File: config.mk
export PLATFORM = sky130hd
export DESIGN_NAME = mem_sched
export DESIGN_NICKNAME = d
export VERILOG_FILES = /design/src/rtl/mem_sched_pkg.sv /design/src/rtl/mem_sched_pick.sv /design/src/rtl/mem_sched.sv
export SDC_FILE = /design/constraint.sdc
export NUM_CORES = 1
export LEC_CHECK = 0
export CAP_MARGIN = 25
export CORE_AREA = 2 2 138 140
export CTS_CLUSTER_DIAMETER = 80
export DETAILED_ROUTE_END_ITERATION = 7
export DIE_AREA = 0 0 140 142
export GPL_TIMING_DRIVEN = 0
export SYNTH_ARGS = -nofsm -noshare
export SYNTH_HDL_FRONTEND = slang
export SYNTH_SLANG_ARGS = --single-unit
File: constraint.sdc
create_clock -name clk -period 2.68 [get_ports clk]
set_input_delay 0.536 -clock clk [delete_from_list [all_inputs] [get_ports clk]]
set_output_delay 0.536 -clock clk [all_outputs]
set_load 0.02 [all_outputs]
File: src/rtl/mem_sched_pkg.sv
// Shared definitions for the memory scheduler: FSM encoding, requester indices
// and the default SRAM window.
package mem_sched_pkg;

    typedef enum logic [1:0] {
        ST_IDLE  = 2'd0,
        ST_ISSUE = 2'd1,
        ST_WAIT  = 2'd2
    } state_t;

    localparam int NUM_REQ   = 3;
    localparam int REQ_AXIS  = 0;
    localparam int REQ_AG    = 1;
    localparam int REQ_FETCH = 2;

    localparam logic [15:0] SRAM_BASE_DEF = 16'h8000;

    // A grant is always one-hot; anything else falls back to the AXI slave index.
    function automatic logic [1:0] grant_index(input logic [NUM_REQ-1:0] grant);
        case (grant)
            3'b010:  return 2'd1;
            3'b100:  return 2'd2;
            default: return 2'd0;
        endcase
    endfunction

endpackage

File: src/rtl/mem_sched_pick.sv
// Winner selection: starved requesters first (ag before fetch), otherwise
// fixed priority axis > ag > fetch.
module mem_sched_pick
    import mem_sched_pkg::*;
(
    input  logic [NUM_REQ-1:0] val,
    input  logic               starved_ag,
    input  logic               starved_fetch,
    output logic [NUM_REQ-1:0] grant
);

    always_comb begin
        grant = '0;
        if (val[REQ_AG] && starved_ag) begin
            grant[REQ_AG] = 1'b1;
        end else if (val[REQ_FETCH] && starved_fetch) begin
            grant[REQ_FETCH] = 1'b1;
        end else if (val[REQ_AXIS]) begin
            grant[REQ_AXIS] = 1'b1;
        end else if (val[REQ_AG]) begin
            grant[REQ_AG] = 1'b1;
        end else if (val[REQ_FETCH]) begin
            grant[REQ_FETCH] = 1'b1;
        end
    end

endmodule

File: src/rtl/mem_sched.sv
// Three-requester memory scheduler with starvation promotion; a single
// transaction is outstanding at a time to either SRAM or the AXI master.
module mem_sched
    import mem_sched_pkg::*;
#(
    parameter int          STARVE_LIM = 4,
    parameter logic [15:0] SRAM_BASE  = SRAM_BASE_DEF
) (
    input  logic                   clk,
    input  logic                   rst,
    input  logic [NUM_REQ-1:0]     i_req_val,
    input  logic [32*NUM_REQ-1:0]  i_adr,
    input  logic [32*NUM_REQ-1:0]  i_wdat,
    input  logic [4*NUM_REQ-1:0]   i_wen,
    input  logic [NUM_REQ-1:0]     i_ren,
    output logic [NUM_REQ-1:0]     o_rdy,
    output logic [31:0]            o_rdat,
    output logic                   o_mem_val,
    input  logic                   i_mem_rdy,
    output logic                   o_mem_sram,
    output logic [31:0]            o_mem_adr,
    output logic [31:0]            o_mem_wdat,
    output logic [3:0]             o_mem_wen,
    output logic                   o_mem_ren,
    input  logic                   i_mem_rsp_val,
    input  logic [31:0]            i_mem_rdat,
    output logic                   o_busy
);

    localparam logic [2:0] LIM = 3'(STARVE_LIM);

    state_t             state;
    state_t             next_state;
    logic               arb;
    logic [2:0]         cnt_ag;
    logic [2:0]         cnt_fetch;
    logic [NUM_REQ-1:0] grant;
    logic [1:0]         win;
    logic [1:0]         owner;
    logic [31:0]        sel_adr;
    logic [31:0]        sel_wdat;
    logic [3:0]         sel_wen;
    logic               sel_ren;
    logic [31:0]        adr_q;
    logic [31:0]        wdat_q;
    logic [3:0]         wen_q;
    logic               ren_q;
    logic               sram_q;
    logic               rsp_fire;

    // Losing with val high counts up (saturating); a grant or a dropped val clears.
    function automatic logic [2:0] bump(input logic [2:0] c, input logic v, input logic g);
        if (v && !g) begin
            return (c >= LIM) ? LIM : c + 3'd1;
        end
        return 3'd0;
    endfunction

    mem_sched_pick u_pick (
        .val          (i_req_val),
        .starved_ag   (cnt_ag == LIM),
        .starved_fetch(cnt_fetch == LIM),
        .grant        (grant)
    );

    assign win = grant_index(grant);

    always_comb begin
        case (win)
            2'd0: begin
                sel_adr  = i_adr[32*REQ_AXIS +: 32];
                sel_wdat = i_wdat[32*REQ_AXIS +: 32];
                sel_wen  = i_wen[4*REQ_AXIS +: 4];
                sel_ren  = i_ren[REQ_AXIS];
            end
            2'd1: begin
                sel_adr  = i_adr[32*REQ_AG +: 32];
                sel_wdat = i_wdat[32*REQ_AG +: 32];
                sel_wen  = i_wen[4*REQ_AG +: 4];
                sel_ren  = i_ren[REQ_AG];
            end
            default: begin
                sel_adr  = i_adr[32*REQ_FETCH +: 32];
                sel_wdat = i_wdat[32*REQ_FETCH +: 32];
                sel_wen  = i_wen[4*REQ_FETCH +: 4];
                sel_ren  = i_ren[REQ_FETCH];
            end
        endcase
    end

    always_comb begin
        next_state = state;
        arb        = 1'b0;
        case (state)
            ST_IDLE: begin
                if (|i_req_val) begin
                    arb        = 1'b1;
                    next_state = ST_ISSUE;
                end
            end
            ST_ISSUE: begin
                if (i_mem_rdy) begin
                    next_state = ST_WAIT;
                end
            end
            ST_WAIT: begin
                if (i_mem_rsp_val) begin
                    next_state = ST_IDLE;
                end
            end
            default: next_state = ST_IDLE;
        endcase
    end

    always_ff @(posedge clk) begin
        if (rst) begin
            state     <= ST_IDLE;
            cnt_ag    <= 3'd0;
            cnt_fetch <= 3'd0;
            owner     <= 2'd0;
            adr_q     <= '0;
            wdat_q    <= '0;
            wen_q     <= '0;
            ren_q     <= 1'b0;
            sram_q    <= 1'b0;
        end else begin
            state <= next_state;
            if (arb) begin
                owner     <= win;
                adr_q     <= sel_adr;
                wdat_q    <= sel_wdat;
                wen_q     <= sel_wen;
                ren_q     <= sel_ren;
                sram_q    <= (sel_adr[31:16] == SRAM_BASE);
                cnt_ag    <= bump(cnt_ag, i_req_val[REQ_AG], grant[REQ_AG]);
                cnt_fetch <= bump(cnt_fetch, i_req_val[REQ_FETCH], grant[REQ_FETCH]);
            end
        end
    end

    // Completion is combinational so the owner sees data in the response cycle.
    assign rsp_fire   = (state == ST_WAIT) && i_mem_rsp_val && !rst;
    assign o_rdy      = rsp_fire ? (3'b001 << owner) : 3'b000;
    assign o_rdat     = rsp_fire ? i_mem_rdat : 32'd0;
    assign o_busy     = (state != ST_IDLE);
    assign o_mem_val  = (state == ST_ISSUE);
    assign o_mem_sram = sram_q;
    assign o_mem_adr  = adr_q;
    assign o_mem_wdat = wdat_q;
    assign o_mem_wen  = wen_q;
    assign o_mem_ren  = ren_q;

endmodule

## Word-level counts from Yosys, hierarchy flattened

Index checks and enable logic that the tools add are counted.

- Output and inout port bits: 107
- Input port bits: 246
- Logic and storage cells: 74
- Bits in registers: 80

- Mux-type cells: 35
- Equality and inequality tests: 11
- Shift-type cells: 1
- Reduce and logical (&&, ||, !) cells: 14
- $add $sub $neg: 2
- Order comparisons: 2

Operators by type and width:

| kind | number |
|---|---|
| one-hot mux 32 bit (2 select lines) | 2 |
| 2-to-1 mux 32 bit | 1 |
| 2-to-1 mux 3 bit | 7 |
| equality test 16 bit, second input constant | 1 |
| 2-to-1 mux 1 bit | 16 |
| 2-to-1 mux 2 bit | 5 |
| equality test 3 bit, second input constant | 3 |
| one-hot mux 4 bit (2 select lines) | 1 |
| adder 3 x 1 -> 3 bit, second input constant | 2 |
| greater-or-equal comparator 3 bit, second input constant | 2 |
| logical AND 1 bit | 6 |
| one-hot mux 2 bit (3 select lines) | 1 |
| equality test 2 x 1 -> 1 bit, second input constant | 2 |
| logical NOT 2 bit | 2 |
| inequality test 2 bit, second input constant | 2 |
| one-hot mux 2 bit (2 select lines) | 1 |
| equality test 3 x 2 -> 1 bit, second input constant | 1 |
| logical NOT 1 bit | 3 |
| AND reduction 3 bit | 1 |
| OR reduction 3 bit | 1 |
| << shifter 1 x 2 -> 3 bit, first input constant | 1 |
| equality test 2 bit, second input constant | 1 |
| inequality test 2 x 1 -> 1 bit, second input constant | 1 |
| one-hot mux 1 bit (2 select lines) | 1 |
| nonzero test 2 bit | 1 |

## Longest topological paths before layout

- Word-level depth: 11
- Gate-level depth with buffers: 9
- Mapped depth without buffers: 8

## By module

A second synthesis with hierarchy kept.

- Cell total of the unflattened synthesis: 615
- Area, all modules: 4773.3 um^2

Modules (own cells, without submodules):

| module | area an instance (um^2) | cells an instance | times used | seq. area each (um^2) |
|---|---|---|---|---|
| mem_sched | 4718.3 | 607 | 1 | 1601.5 |
| mem_sched_pick | 55.1 | 8 | 1 | 0.0 |

## Worst setup path after synthesis

Ideal clock, no wire load.

- Path kind: input-to-output
- From: input rst
- To: output o_rdy[0]
- Arrival: 1.894 ns
- Required time: 2.144 ns
- Setup slack: 0.250 ns
- Stages on the path: 3
- Path buffers: 1
- Cells stage by stage: clkbuf_1 -> nor4bb_1 -> nor3b_1

- Cells in the longest elaborated chain, start to end: 3

RTL lines:

| item | line | RTL |
|---|---|---|
| start, declared | mem_sched.sv:10 | `input logic rst,` |
| logical NOT 1 bit | mem_sched.sv:142 | `assign rsp_fire = (state == ST_WAIT) && i_mem_rsp_val && !rst;` |
| logical AND 1 bit | mem_sched.sv:142 |  |
| 2-to-1 mux 3 bit | mem_sched.sv:143 | `assign o_rdy = rsp_fire ? (3'b001 << owner) : 3'b000;` |
| end, declared | mem_sched.sv:16 | `output logic [NUM_REQ-1:0] o_rdy,` |

Every way passes these cells.

## Worst setup path in the final report

- From: input i_mem_rsp_val
- To: output o_rdat[19]

- Cells in the longest elaborated chain, start to end: 3

RTL lines:

| item | line | RTL |
|---|---|---|
| start, declared | mem_sched.sv:25 | `input logic i_mem_rsp_val,` |
| logical AND 1 bit (2 in a row) | mem_sched.sv:142 |  |
| 2-to-1 mux 32 bit | mem_sched.sv:144 | `assign o_rdat = rsp_fire ? i_mem_rdat : 32'd0;` |
| end, declared | mem_sched.sv:17 | `output logic [31:0] o_rdat,` |

Every way passes these cells.

==> run summary <==
STATUS
------------------------------------------------------------------------------------
Outcome ............................................................... complete, but fails checks
Failing checks ........................................................ design-rule violations

CLOCK NETWORK
------------------------------------------------------------------------------------
Maximum root-to-sink buffer count .....................................            2
Clock-pin transition on the worst setup and hold timing paths .........      0.06 ns
H-tree depth ..........................................................            3
CTS sink count ........................................................           80
TritonCTS clock tree ..................................................          yes
CTS Buf Count .........................................................            9
Clock network latency to the later pin of the worst-skew pair .........      0.34 ns
Buffer type at the clock tree root ....................................    clkbuf_16
Number of buffers inserted by hold repair at cts ......................            0

FINISH
------------------------------------------------------------------------------------
Diode insertion count for antenna repair ..............................            0
Area of all placed cells without fillers ..............................    8070 um^2
Ratio of cells with drive above 1 in the final layout .................       0.0786
Final net count .......................................................        1,059
Non-filler instance count after layout ................................        1,048
Most common library cell in the layout ignoring fill and taps ......... clkdlybuf4s50_1
Top library cells by usage in the layout, fill and taps aside ......... clkdlybuf4s50_1, dfxtp_1, nor2_1
Share of the core filled with cells in the final layout ...............        0.437
Area growth, synth to finish ..........................................         106%

CRITICAL PATH
------------------------------------------------------------------------------------
Critical R2R Launch ................................................... cnt_fetch[0]$_SDFFE_PP0P_
Slowest stage cell, crit path ......................................... clkdlybuf4s50_1
Capture point of the worst reg-to-reg path ............................ o_mem_sram$_SDFFE_PP0P_
Sequence of cells on the critical path ................................ clkdlybuf4s50_1, nor4bb_4, buf_4, clkbuf_8, and2_1, dlygate4sd2_1
Data required time of the critical path ...............................      2.14 ns
Type of origin of the critical path ................................... primary input
Critical path capture point type ......................................   output pin
Maximum single-stage delay on the critical path .......................      0.49 ns
Worst Path Class, Setup ...............................................       in2out
Largest driver fanout on the critical path ............................           10
Register-to-register path setup slack .................................      0.31 ns
Worst r2r path cells ..................................................            9
Arrival time at the worst endpoint ....................................      2.08 ns

DETAILED ROUTING
------------------------------------------------------------------------------------
Average wire per cell in the routed design ............................      19.6 um
Number of vias in the routed layout ...................................        5,216
Total length of routed wires ..........................................    20,500 um
First-iteration detailed-routing DRC count ............................          469
Post-route antenna net violation count ................................            0
Via/cell ratio ........................................................         4.98
Detailed-route DRC error count ........................................           43
First-pass iteration count of the detailed router .....................            8

PLACE
------------------------------------------------------------------------------------
Input/output buffers ..................................................          351
Number of placed instances, taps included .............................        1,027
Dpl ws ................................................................     -1.00 ns
Detailed-placement wirelength estimate ................................    16,200 um
Total cell area at the placement stage ................................    7730 um^2
Weighted congestion at the end of routability-driven global placement .        0.776

STA
------------------------------------------------------------------------------------
Slew Viols, Final .....................................................            0
Top achievable clock speed ............................................      382 MHz
Worst rel slew slack ..................................................        0.544
Clock period minus worst slack ........................................      2.62 ns
Setup violators final .................................................            0
Fin. Hold Viols .......................................................            0
Final worst setup slack ...............................................    0.0638 ns
Period Utilization, post-route ........................................        0.976
Post-Route Skew .......................................................    0.0128 ns
Worst slew pin tran ...................................................     0.684 ns
Setup repair after global routing missed its margin ...................           no

FLOORPLAN
------------------------------------------------------------------------------------
I/O pin cnt ...........................................................          353
Area enclosed by the die boundary .....................................  19,900 um^2
Initial Utilization ...................................................        0.213
Chip width ............................................................       140 um
Chip height ...........................................................       142 um
Area of the placeable core ............................................  18,500 um^2
Std cell rows .........................................................           50

GLOBAL ROUTING
------------------------------------------------------------------------------------
Via count of the first global-routing pass ............................        5,173
Remaining Overflow, GRT ...............................................            0
Global Route Usage Sum ................................................        0.197
Pin count of the biggest net entering global routing ..................           15
Global-route wire length before repair ................................    30,100 um
Number of antenna violations at the first check in global routing .....            0

PWR
------------------------------------------------------------------------------------
Worst ir drop on vdd ..................................................   0.000266 V
Power spent charging and discharging nets .............................    0.00126 W
Share of power burned in combinational logic ..........................        0.341
Relative contribution of sequential cells to total power ..............        0.336
Static Leak ...........................................................      3.11 nW
Clock network fraction of design power ................................        0.323
Total power ...........................................................    0.00419 W
Switching fraction of total power .....................................        0.302
Pwr dens ..............................................................  519 nW/um^2
Cell internal pwr .....................................................    0.00293 W

SYNTH
------------------------------------------------------------------------------------
Dominant cells by area after synthesis ................................ dfxtp_1, a222oi_1, a211oi_1
Proportion of synthesized flip-flops having asynchronous set or reset .            0
Mapped cell area ......................................................    3930 um^2
Share of the synthesized area in the top cell type ....................        0.408
Number of enable-type register cells in the synthesized netlist .......            0
Fraction of the yosys area taken by sequential cells ..................        0.408
Avg Synthesized Cell Area .............................................    8.88 um^2
Number of standard cells after synthesis ..............................          442
Synth Register Bits ...................................................           80
Warnings from Yosys ...................................................            0
Cell type with the largest total area after synthesis .................      dfxtp_1
Synthesized netlist net count .........................................          692
Top FF cell, synth ....................................................      dfxtp_1
Netlist cell types ....................................................           39

FLOW RUN
------------------------------------------------------------------------------------
Max-capacitance violation count .......................................            0

WORST HOLD PATH
------------------------------------------------------------------------------------
Instance count along the most critical hold path ......................            2
Classification of the worst-slack hold path ...........................      reg2reg
Sink of the worst hold path ........................................... o_mem_sram$_SDFFE_PP0P_
Hold path startpoint .................................................. o_mem_sram$_SDFFE_PP0P_

-- synthesized netlist by cell type (all sizes together), types with 2 or more instances --
master   n
a22oi    5
a211oi  70
clkbuf  34
o31a     2
nor3     3
nor3b    2
a222oi  64
nand2    4
ha       4
and2    32
inv      5
nand4    2
nand3    5
or4      2
nor2    75
and3b    2
buf     18
nand2b   2
a21oi   14
dfxtp   80
-- registers in the layout, indices dropped and copies added (netlist names) --
name	flops
o_mem_sram	1
o_mem_adr	32
o_mem_ren	1
owner	2
state	2
cnt_ag	3
o_mem_wen	4
o_mem_wdat	32
cnt_fetch	3
-- metrics by stage --
| stage | setup TNS, ns | hold slack [ns] |
|---|---|---|
| 6_report | 0 | 0.488 |
| 3_5_place_dp | -55.45 | 0.474 |
| 3_3_place_gp | -54.56 | 0.469 |
| 4_1_cts | 0 | 0.490 |
| 2_1_floorplan | 0 | 0.449 |
| 5_1_grt | 0 | 0.517 |
-- power groups by stage --
stage          Combinational (W)  Sequential [W]  Clock, W
6_report                 0.00143         0.00141   0.00136
5_1_grt                  0.00153         0.00143   0.00144
4_1_cts                  0.00143         0.00141   0.00140
3_5_place_dp             0.00142         0.00143         0
3_3_place_gp             0.00142         0.00143         0
2_1_floorplan           0.000426         0.00159         0
-- per-layer routing --
layer | share of wire | vias to the layer above | track usage
met3 | 0.081 | 25 | 0.0481
li1 | - | 2498 | -
met2 | 0.49 | 268 | 0.350
met5 | 0 | - | 0
met1 | 0.41 | 2425 | 0.238
met4 | 0.018 | 0 | 0.0542
-- worst max path at each step --
stage	startpoint	end	slack [ns]
2_1_floorplan	rst	o_rdy[0]	0.25
3_3_place_gp	i_mem_rsp_val	o_rdat[19]	-1.04
3_5_place_dp	i_mem_rsp_val	o_rdat[19]	-1.00
4_1_cts	i_mem_rsp_val	o_rdat[31]	0.01
5_1_grt	i_req_val[1]	o_mem_sram$_SDFFE_PP0P_	0.000009
6_report	i_mem_rsp_val	o_rdat[19]	0.06
-- critical path: cells and delay by family --
kind,cells,cell delay [ns]
buffers and inverters,4,1.16
and+or+nand+nor,2,0.38
-- cell type report --
type,count,area (um^2)
buffer,52,245
clock inverter,6,91.3
fill,1832,10400
clock buffer,10,239
timing repair buffer,356,3470
multi-input combinational,305,2110
inverter,5,18.8
sequential,80,1600
tap,234,293
-- what timing repair did --
item / CTS / global route
setup buffers: 3 / 2
endpoints found under the setup margin: 69 / 69
gates resized for setup: 46 / 54
pin swaps: 2 / 3
-- cell families (layout without fill, tap and decap cells) --
logic type	Yosys count	count (layout)	share of synthesized area
compound gates	164	164	0.348
simple gates	136	136	0.169
flops	80	80	0.408
buf+inv	57	429	0.0590
fa+ha+maj	4	4	0.0128
mux	1	1	0.00255
Power figures use the tool's default switching activity.
